--- config.mk ---
export PLATFORM = sky130hd
export DESIGN_NAME = cache_mem_arbiter
export DESIGN_NICKNAME = d
export VERILOG_FILES = /design/src/rtl/cache_mem_arbiter.sv
export SDC_FILE = /design/constraint.sdc
export NUM_CORES = 1
export LEC_CHECK = 0
export CAP_MARGIN = 30
export CORE_AREA = 2 2 283 285
export CTS_BUF_LIST = sky130_fd_sc_hd__clkbuf_16
export DETAILED_ROUTE_END_ITERATION = 16
export DIE_AREA = 0 0 285 287
export PLACE_DENSITY_LB_ADDON = 0.25
export SYNTH_ARGS = -nofsm -noshare
export SYNTH_HDL_FRONTEND = slang
export SYNTH_SLANG_ARGS = --single-unit
--- constraint.sdc ---
create_clock -name clk -period 2.6 [get_ports clk]
set_input_delay 0.65 -clock clk [delete_from_list [all_inputs] [get_ports clk]]
set_output_delay 0.65 -clock clk [all_outputs]
set_load 0.02 [all_outputs]
--- src/rtl/cache_mem_arbiter.sv ---
// rtl/cache_mem_arbiter.sv - two-master arbiter (icache m0, dcache m1) onto one memory bridge port
// Read and write channels arbitrate independently, each with its own round-robin pointer.
module cache_mem_arbiter #(
    parameter logic PRIO_INIT = 1'b0
) (
    input  logic         clk,
    input  logic         rst,

    input  logic         m0_rd_req,
    input  logic [2:0]   m0_rd_type,
    input  logic [31:0]  m0_rd_addr,
    output logic         m0_rd_rdy,
    output logic         m0_ret_valid,
    output logic         m0_ret_last,
    output logic [31:0]  m0_ret_data,
    input  logic         m0_wr_req,
    input  logic [2:0]   m0_wr_type,
    input  logic [31:0]  m0_wr_addr,
    input  logic [3:0]   m0_wr_wstrb,
    input  logic [127:0] m0_wr_data,
    output logic         m0_wr_rdy,

    input  logic         m1_rd_req,
    input  logic [2:0]   m1_rd_type,
    input  logic [31:0]  m1_rd_addr,
    output logic         m1_rd_rdy,
    output logic         m1_ret_valid,
    output logic         m1_ret_last,
    output logic [31:0]  m1_ret_data,
    input  logic         m1_wr_req,
    input  logic [2:0]   m1_wr_type,
    input  logic [31:0]  m1_wr_addr,
    input  logic [3:0]   m1_wr_wstrb,
    input  logic [127:0] m1_wr_data,
    output logic         m1_wr_rdy,

    output logic         mem_rd_req,
    output logic [2:0]   mem_rd_type,
    output logic [31:0]  mem_rd_addr,
    input  logic         mem_rd_rdy,
    input  logic         mem_ret_valid,
    input  logic         mem_ret_last,
    input  logic [31:0]  mem_ret_data,
    output logic         mem_wr_req,
    output logic [2:0]   mem_wr_type,
    output logic [31:0]  mem_wr_addr,
    output logic [3:0]   mem_wr_wstrb,
    output logic [127:0] mem_wr_data,
    input  logic         mem_wr_rdy
);

    typedef enum logic [1:0] {R_IDLE, R_REQ, R_RESP} rd_state_e;
    typedef enum logic       {W_IDLE, W_REQ}         wr_state_e;

    rd_state_e rd_state_q, rd_state_d;
    logic      rd_owner_q, rd_owner_d;
    logic      rd_ptr_q,   rd_ptr_d;
    wr_state_e wr_state_q, wr_state_d;
    logic      wr_owner_q, wr_owner_d;
    logic      wr_ptr_q,   wr_ptr_d;

    logic rd_owner_req;
    logic wr_owner_req;

    assign rd_owner_req = rd_owner_q ? m1_rd_req : m0_rd_req;
    assign wr_owner_req = wr_owner_q ? m1_wr_req : m0_wr_req;

    // With a single requester it wins outright; on contention the pointer decides.
    always_comb begin
        rd_state_d = rd_state_q;
        rd_owner_d = rd_owner_q;
        rd_ptr_d   = rd_ptr_q;
        case (rd_state_q)
            R_IDLE: begin
                if (m0_rd_req || m1_rd_req) begin
                    rd_owner_d = (m0_rd_req && m1_rd_req) ? rd_ptr_q : m1_rd_req;
                    rd_state_d = R_REQ;
                end
            end
            R_REQ: begin
                if (!rd_owner_req) begin
                    rd_state_d = R_IDLE;
                end else if (mem_rd_rdy) begin
                    rd_state_d = R_RESP;
                end
            end
            R_RESP: begin
                if (mem_ret_valid && mem_ret_last) begin
                    rd_state_d = R_IDLE;
                    rd_ptr_d   = ~rd_owner_q;
                end
            end
            default: rd_state_d = R_IDLE;
        endcase
    end

    always_comb begin
        wr_state_d = wr_state_q;
        wr_owner_d = wr_owner_q;
        wr_ptr_d   = wr_ptr_q;
        case (wr_state_q)
            W_IDLE: begin
                if (m0_wr_req || m1_wr_req) begin
                    wr_owner_d = (m0_wr_req && m1_wr_req) ? wr_ptr_q : m1_wr_req;
                    wr_state_d = W_REQ;
                end
            end
            W_REQ: begin
                if (!wr_owner_req) begin
                    wr_state_d = W_IDLE;
                end else if (mem_wr_rdy) begin
                    wr_state_d = W_IDLE;
                    wr_ptr_d   = ~wr_owner_q;
                end
            end
            default: wr_state_d = W_IDLE;
        endcase
    end

    always_ff @(posedge clk) begin
        if (rst) begin
            rd_state_q <= R_IDLE;
            rd_owner_q <= 1'b0;
            rd_ptr_q   <= PRIO_INIT;
            wr_state_q <= W_IDLE;
            wr_owner_q <= 1'b0;
            wr_ptr_q   <= PRIO_INIT;
        end else begin
            rd_state_q <= rd_state_d;
            rd_owner_q <= rd_owner_d;
            rd_ptr_q   <= rd_ptr_d;
            wr_state_q <= wr_state_d;
            wr_owner_q <= wr_owner_d;
            wr_ptr_q   <= wr_ptr_d;
        end
    end

    logic rd_in_req, rd_in_resp, wr_in_req;
    assign rd_in_req  = (rd_state_q == R_REQ);
    assign rd_in_resp = (rd_state_q == R_RESP);
    assign wr_in_req  = (wr_state_q == W_REQ);

    assign mem_rd_req  = rd_in_req & rd_owner_req;
    assign mem_rd_type = rd_owner_q ? m1_rd_type : m0_rd_type;
    assign mem_rd_addr = rd_owner_q ? m1_rd_addr : m0_rd_addr;

    assign m0_rd_rdy = rd_in_req & ~rd_owner_q & mem_rd_rdy;
    assign m1_rd_rdy = rd_in_req &  rd_owner_q & mem_rd_rdy;

    // Return beats outside R_RESP belong to no one and are dropped here.
    assign m0_ret_valid = rd_in_resp & ~rd_owner_q & mem_ret_valid;
    assign m1_ret_valid = rd_in_resp &  rd_owner_q & mem_ret_valid;
    assign m0_ret_last  = rd_in_resp & ~rd_owner_q & mem_ret_last;
    assign m1_ret_last  = rd_in_resp &  rd_owner_q & mem_ret_last;
    assign m0_ret_data  = mem_ret_data;
    assign m1_ret_data  = mem_ret_data;

    assign mem_wr_req   = wr_in_req & wr_owner_req;
    assign mem_wr_type  = wr_owner_q ? m1_wr_type  : m0_wr_type;
    assign mem_wr_addr  = wr_owner_q ? m1_wr_addr  : m0_wr_addr;
    assign mem_wr_wstrb = wr_owner_q ? m1_wr_wstrb : m0_wr_wstrb;
    assign mem_wr_data  = wr_owner_q ? m1_wr_data  : m0_wr_data;

    assign m0_wr_rdy = wr_in_req & ~wr_owner_q & mem_wr_rdy;
    assign m1_wr_rdy = wr_in_req &  wr_owner_q & mem_wr_rdy;

endmodule

# Word level (Yosys, flattened, before mapping)
# Cells that the tools add are included.
# word_totals
memories	0
output_inout_bits	276
latchBits	0
register_bits	7
inputBits	446
elab_cells	60
rom_bits	0
ram_bits	0
# classes
reduce_logical	11
add_sub_neg	0
bitwise	19
n_shift	0
div_mod_pow	0
multipliers	0
n_lt_le_gt_ge	0
eq_ne	5
n_mux	19
# ops
op	n
$mux W128	1
$mux W32	2
$and A1 B1 Y1	16
$mux W2	4
$mux W1	7
$mux W3	2
$pmux W2 S3	1
$reduce_and A2 Y1	3
$reduce_and A3 Y1	2
$mux W4	1
$logic_and A1 B1 Y1	3
$ne A3 B3 Y1 const B	1
$not A1 Y1	3
$eq A2 B1 Y1 const B	1
$eq A2 B2 Y1 const B	1
$logic_not A2 Y1	1
$logic_or A1 B1 Y1	2
$ne A2 B1 Y1 const B	1
$ne A2 B2 Y1 const B	1
$pmux W1 S2	1

# Longest topological paths before layout
# depth
ltp_word	3
mapped_depth	4
ltp_nobuf	3

# Worst setup path after synthesis
# Ideal clock, no wire load.
# synth_timing
kind	input to output
start	input m0_rd_req
end	output mem_rd_req
setup_slack_ns	0.811
path_buffers	0
t_arrival_ns	1.139
stages	2
required_ns	1.950
path_cell_list	mux2_4 > and2_1
# synth_via
elab_chain_cells	2
# synth_lines
element	line	rtl
start: declaration	9	input logic m0_rd_req,
$mux W1	65	assign rd_owner_req = rd_owner_q ? m1_rd_req : m0_rd_req;
$and A1 B1 Y1	143	assign mem_rd_req = rd_in_req & rd_owner_req;
end: declaration	37	output logic mem_rd_req,
# Every way passes these cells.

# Worst setup path in the final report
# layout_timing
start	input m1_wr_addr[11]
end	output mem_wr_addr[11]
# layout_via
elab_chain_cells	1
# layout_lines
element	line	rtl
start: declaration	32	input logic [31:0] m1_wr_addr,
$mux W32	160	assign mem_wr_addr = wr_owner_q ? m1_wr_addr : m0_wr_addr;
end: declaration	46	output logic [31:0] mem_wr_addr,
# Every way passes these cells.

==> flow_summary.ini <==
[synth]
yosysMostFrequentCell = mux2_2
syn-instance-count = 345
synth_top_area_cell = mux2_2
yosys_warnings = 0
synth-async-reset-ratio_pct = 0
syn_area_per_cell_um2 = 9.74
seq_area_frac_synth_pct = 4.17
ys.flop_type = dfxtp_1
synth_top_area_share_pct = 51.6
synth_edf_count = 0
synth_commonest_cells = mux2_2, buf_4, mux2_1
synth_nets = 791
ys_top_cells_by_area = mux2_2, buf_4, mux2_1
synth-seq-cells = 7
yosysUniqueCellTypes = 30
synthesis.area_um2 = 3360

[cts]
clk_latency_ns = 0.24
cts_max_level = 1
clock-sinks = 7
cts_buffer_depth = 2
cts-root-buf = clkbuf_16
numCtsBuffers = 3
path_clk_slew_ns = 0.04
post-cts-setup-buffers = 0
cts_tree = yes

[placed_design]
portBuffers = 625
hpwl_um = 33100
gp_congestion = 0.819
dp_cells = 1954

[detailed_routing]
drt_first_iter_violations = 59
vias_per_cell = 2.54
postRouteAntennaNets = 0
drc = 0
wire_per_inst_um = 18.3
drt-total-wl_um = 35800
via_count = 4974
first_pass_iters = 4

[layout]
nets = 1355
drive_above_1_share_pct = 26.7
finalNonFillerCells = 1958
area_growth_pct = 215
num_antenna_cells = 0

[die]
die_h_um = 287
core_area_um2 = 78600
start_util_pct = 4.27
die_width_um = 285
ios = 722
dieArea_um2 = 81800
rows = 103

[sta]
tightestPinTransition_ns = 0.412
period_minus_slack_ns = 2.59
maxSlewHeadroom_pct = 72.3
slew_violations = 0
hold_viol = 0
finalSetupTns_ns = 0
fin_crit_sh_pct = 99.6
finalSetupViolations = 0
holdWs_ns = 0.532
max_freq_mhz = 386
fin_skew_ns = 0.000497

[grt]
grt-ovfl-total = 0
grt_max_degree = 47
grt_use_total_pct = 8.14
first_global_vias = 5489
antenna_found_initial = 2
grt_first_pass_wirelength_um = 45800

[worst_setup_path]
cp.arrival_ns = 1.94
critPathRequiredTime_ns = 1.95
rrSetupSlack_ns = 1.26
start_kind = input pin
worstSetupEndpointType = output pin
path_class = in -> out
worstPathMaxFanout = 1

[pwr]
p_leak_nw = 3.95
power.density_nw_per_um2 = 248
ir_worst_vdd_uv = 130

[job]
cap_violations = 0

[min_path]
hold_class = reg -> reg

[outcome]
outcome = completed
-- layout make-up --
type	instances	area [um^2]
clock buffer	3	75.1
clock inverter	1	3.75
fill	8937	68000
inverter	3	11.3
multi-input combinational	247	2560
sequential	7	145
tap	1050	1310
timing repair buffer	647	6470
-- logic make-up (layout without fill, tap and decap cells) --
group,Yosys count,after routing,synth area share [%]
flops,7,7,4.17
buf+inv,91,654,19.6
compound gates,14,14,3.13
simple gates,29,29,4.66
mux,204,204,68.5
-- critical path, stage by stage --
cell and delay, ns:
clkdlybuf4s50_1 0.45, mux2_1 0.31, clkdlybuf4s50_1 0.53
-- sequential cells by signal (all words and copies together), names as in the netlist --
register,cells
rd_state_q,2
rd_owner_q,1
rd_ptr_q,1
wr_in_req,1
wr_owner_q,1
wr_ptr_q,1
-- placed cells by master (no fill, tap or decap) --
cell type,instances
mux2i_1,1
nand2_1,6
dfxtp_2,1
a31oi_1,3
nor2_1,8
dlymetal6s2s_1,28
a221oi_2,1
dfxtp_4,1
nor2b_1,1
and2b_1,1
buf_4,65
dlygate4sd2_1,30
clkbuf_16,3
o21ai_0,3
mux2_4,1
dfxtp_1,5
mux2_1,48
inv_1,4
nor3_1,1
a21oi_1,3
a2bb2oi_1,1
buf_12,12
and2b_4,1
clkdlybuf4s50_1,512
and3_1,4
a21bo_2,1
nand2b_1,1
and4_1,1
and2_1,1
nor4_1,1
nor4_2,1
a2111oi_2,1
o211ai_1,1
mux2_2,154
nand3_1,2
-- power breakdown --
| group | switching [mW] | total (mW) | internal [mW] | leakage, nW |
|---|---|---|---|---|
| Clock | 0.0691 | 0.270 | 0.201 | 0.0423 |
| Sequential | 0.0132 | 0.131 | 0.117 | 0.0587 |
| Combinational | 0.959 | 2.22 | 1.27 | 3.85 |
-- stage by stage --
step / util [%] / power [mW] / area [um^2] / worst slack, ns
after floorplan: - / 1.11 / 3360 / 0.811
after global placement: 13.3 / 2.45 / 10500 / -0.196
after detailed placement: 13.3 / 2.45 / 10500 / -0.181
after CTS: 13.4 / 2.72 / 10500 / 0.00225
after global routing: 13.5 / 2.78 / 10600 / -0.00218
final: 13.5 / 2.63 / 10600 / 0.0107
-- per-layer routing --
| metal | vias to the layer above | track usage, % | routed length, um |
|---|---|---|---|
| met3 | 7 | 3.23 | 4440 |
| met5 | - | 0 | 0 |
| met4 | 0 | 0.720 | 130 |
| met2 | 448 | 15.1 | 18100 |
| met1 | 2203 | 8.97 | 13200 |
| li1 | 2316 | - | - |
-- timing repair --
action,in CTS,in global routing
hold buffers,0,0
pin swaps,0,0
gates resized for setup,30,28
cloned,0,0
setup endpoints to repair,30,28
-- final timing paths --
kind / cells after the start / endpoint / from
worst max-delay path: 3 / mem_wr_addr[11] / m1_wr_addr[11]
worst min-delay path: 2 / wr_ptr_q / wr_ptr_q
worst max register to register: 4 / rd_state_q[1] / rd_owner_q
worst min register to register: 2 / wr_ptr_q / wr_ptr_q
Power figures use the tool's default switching activity.
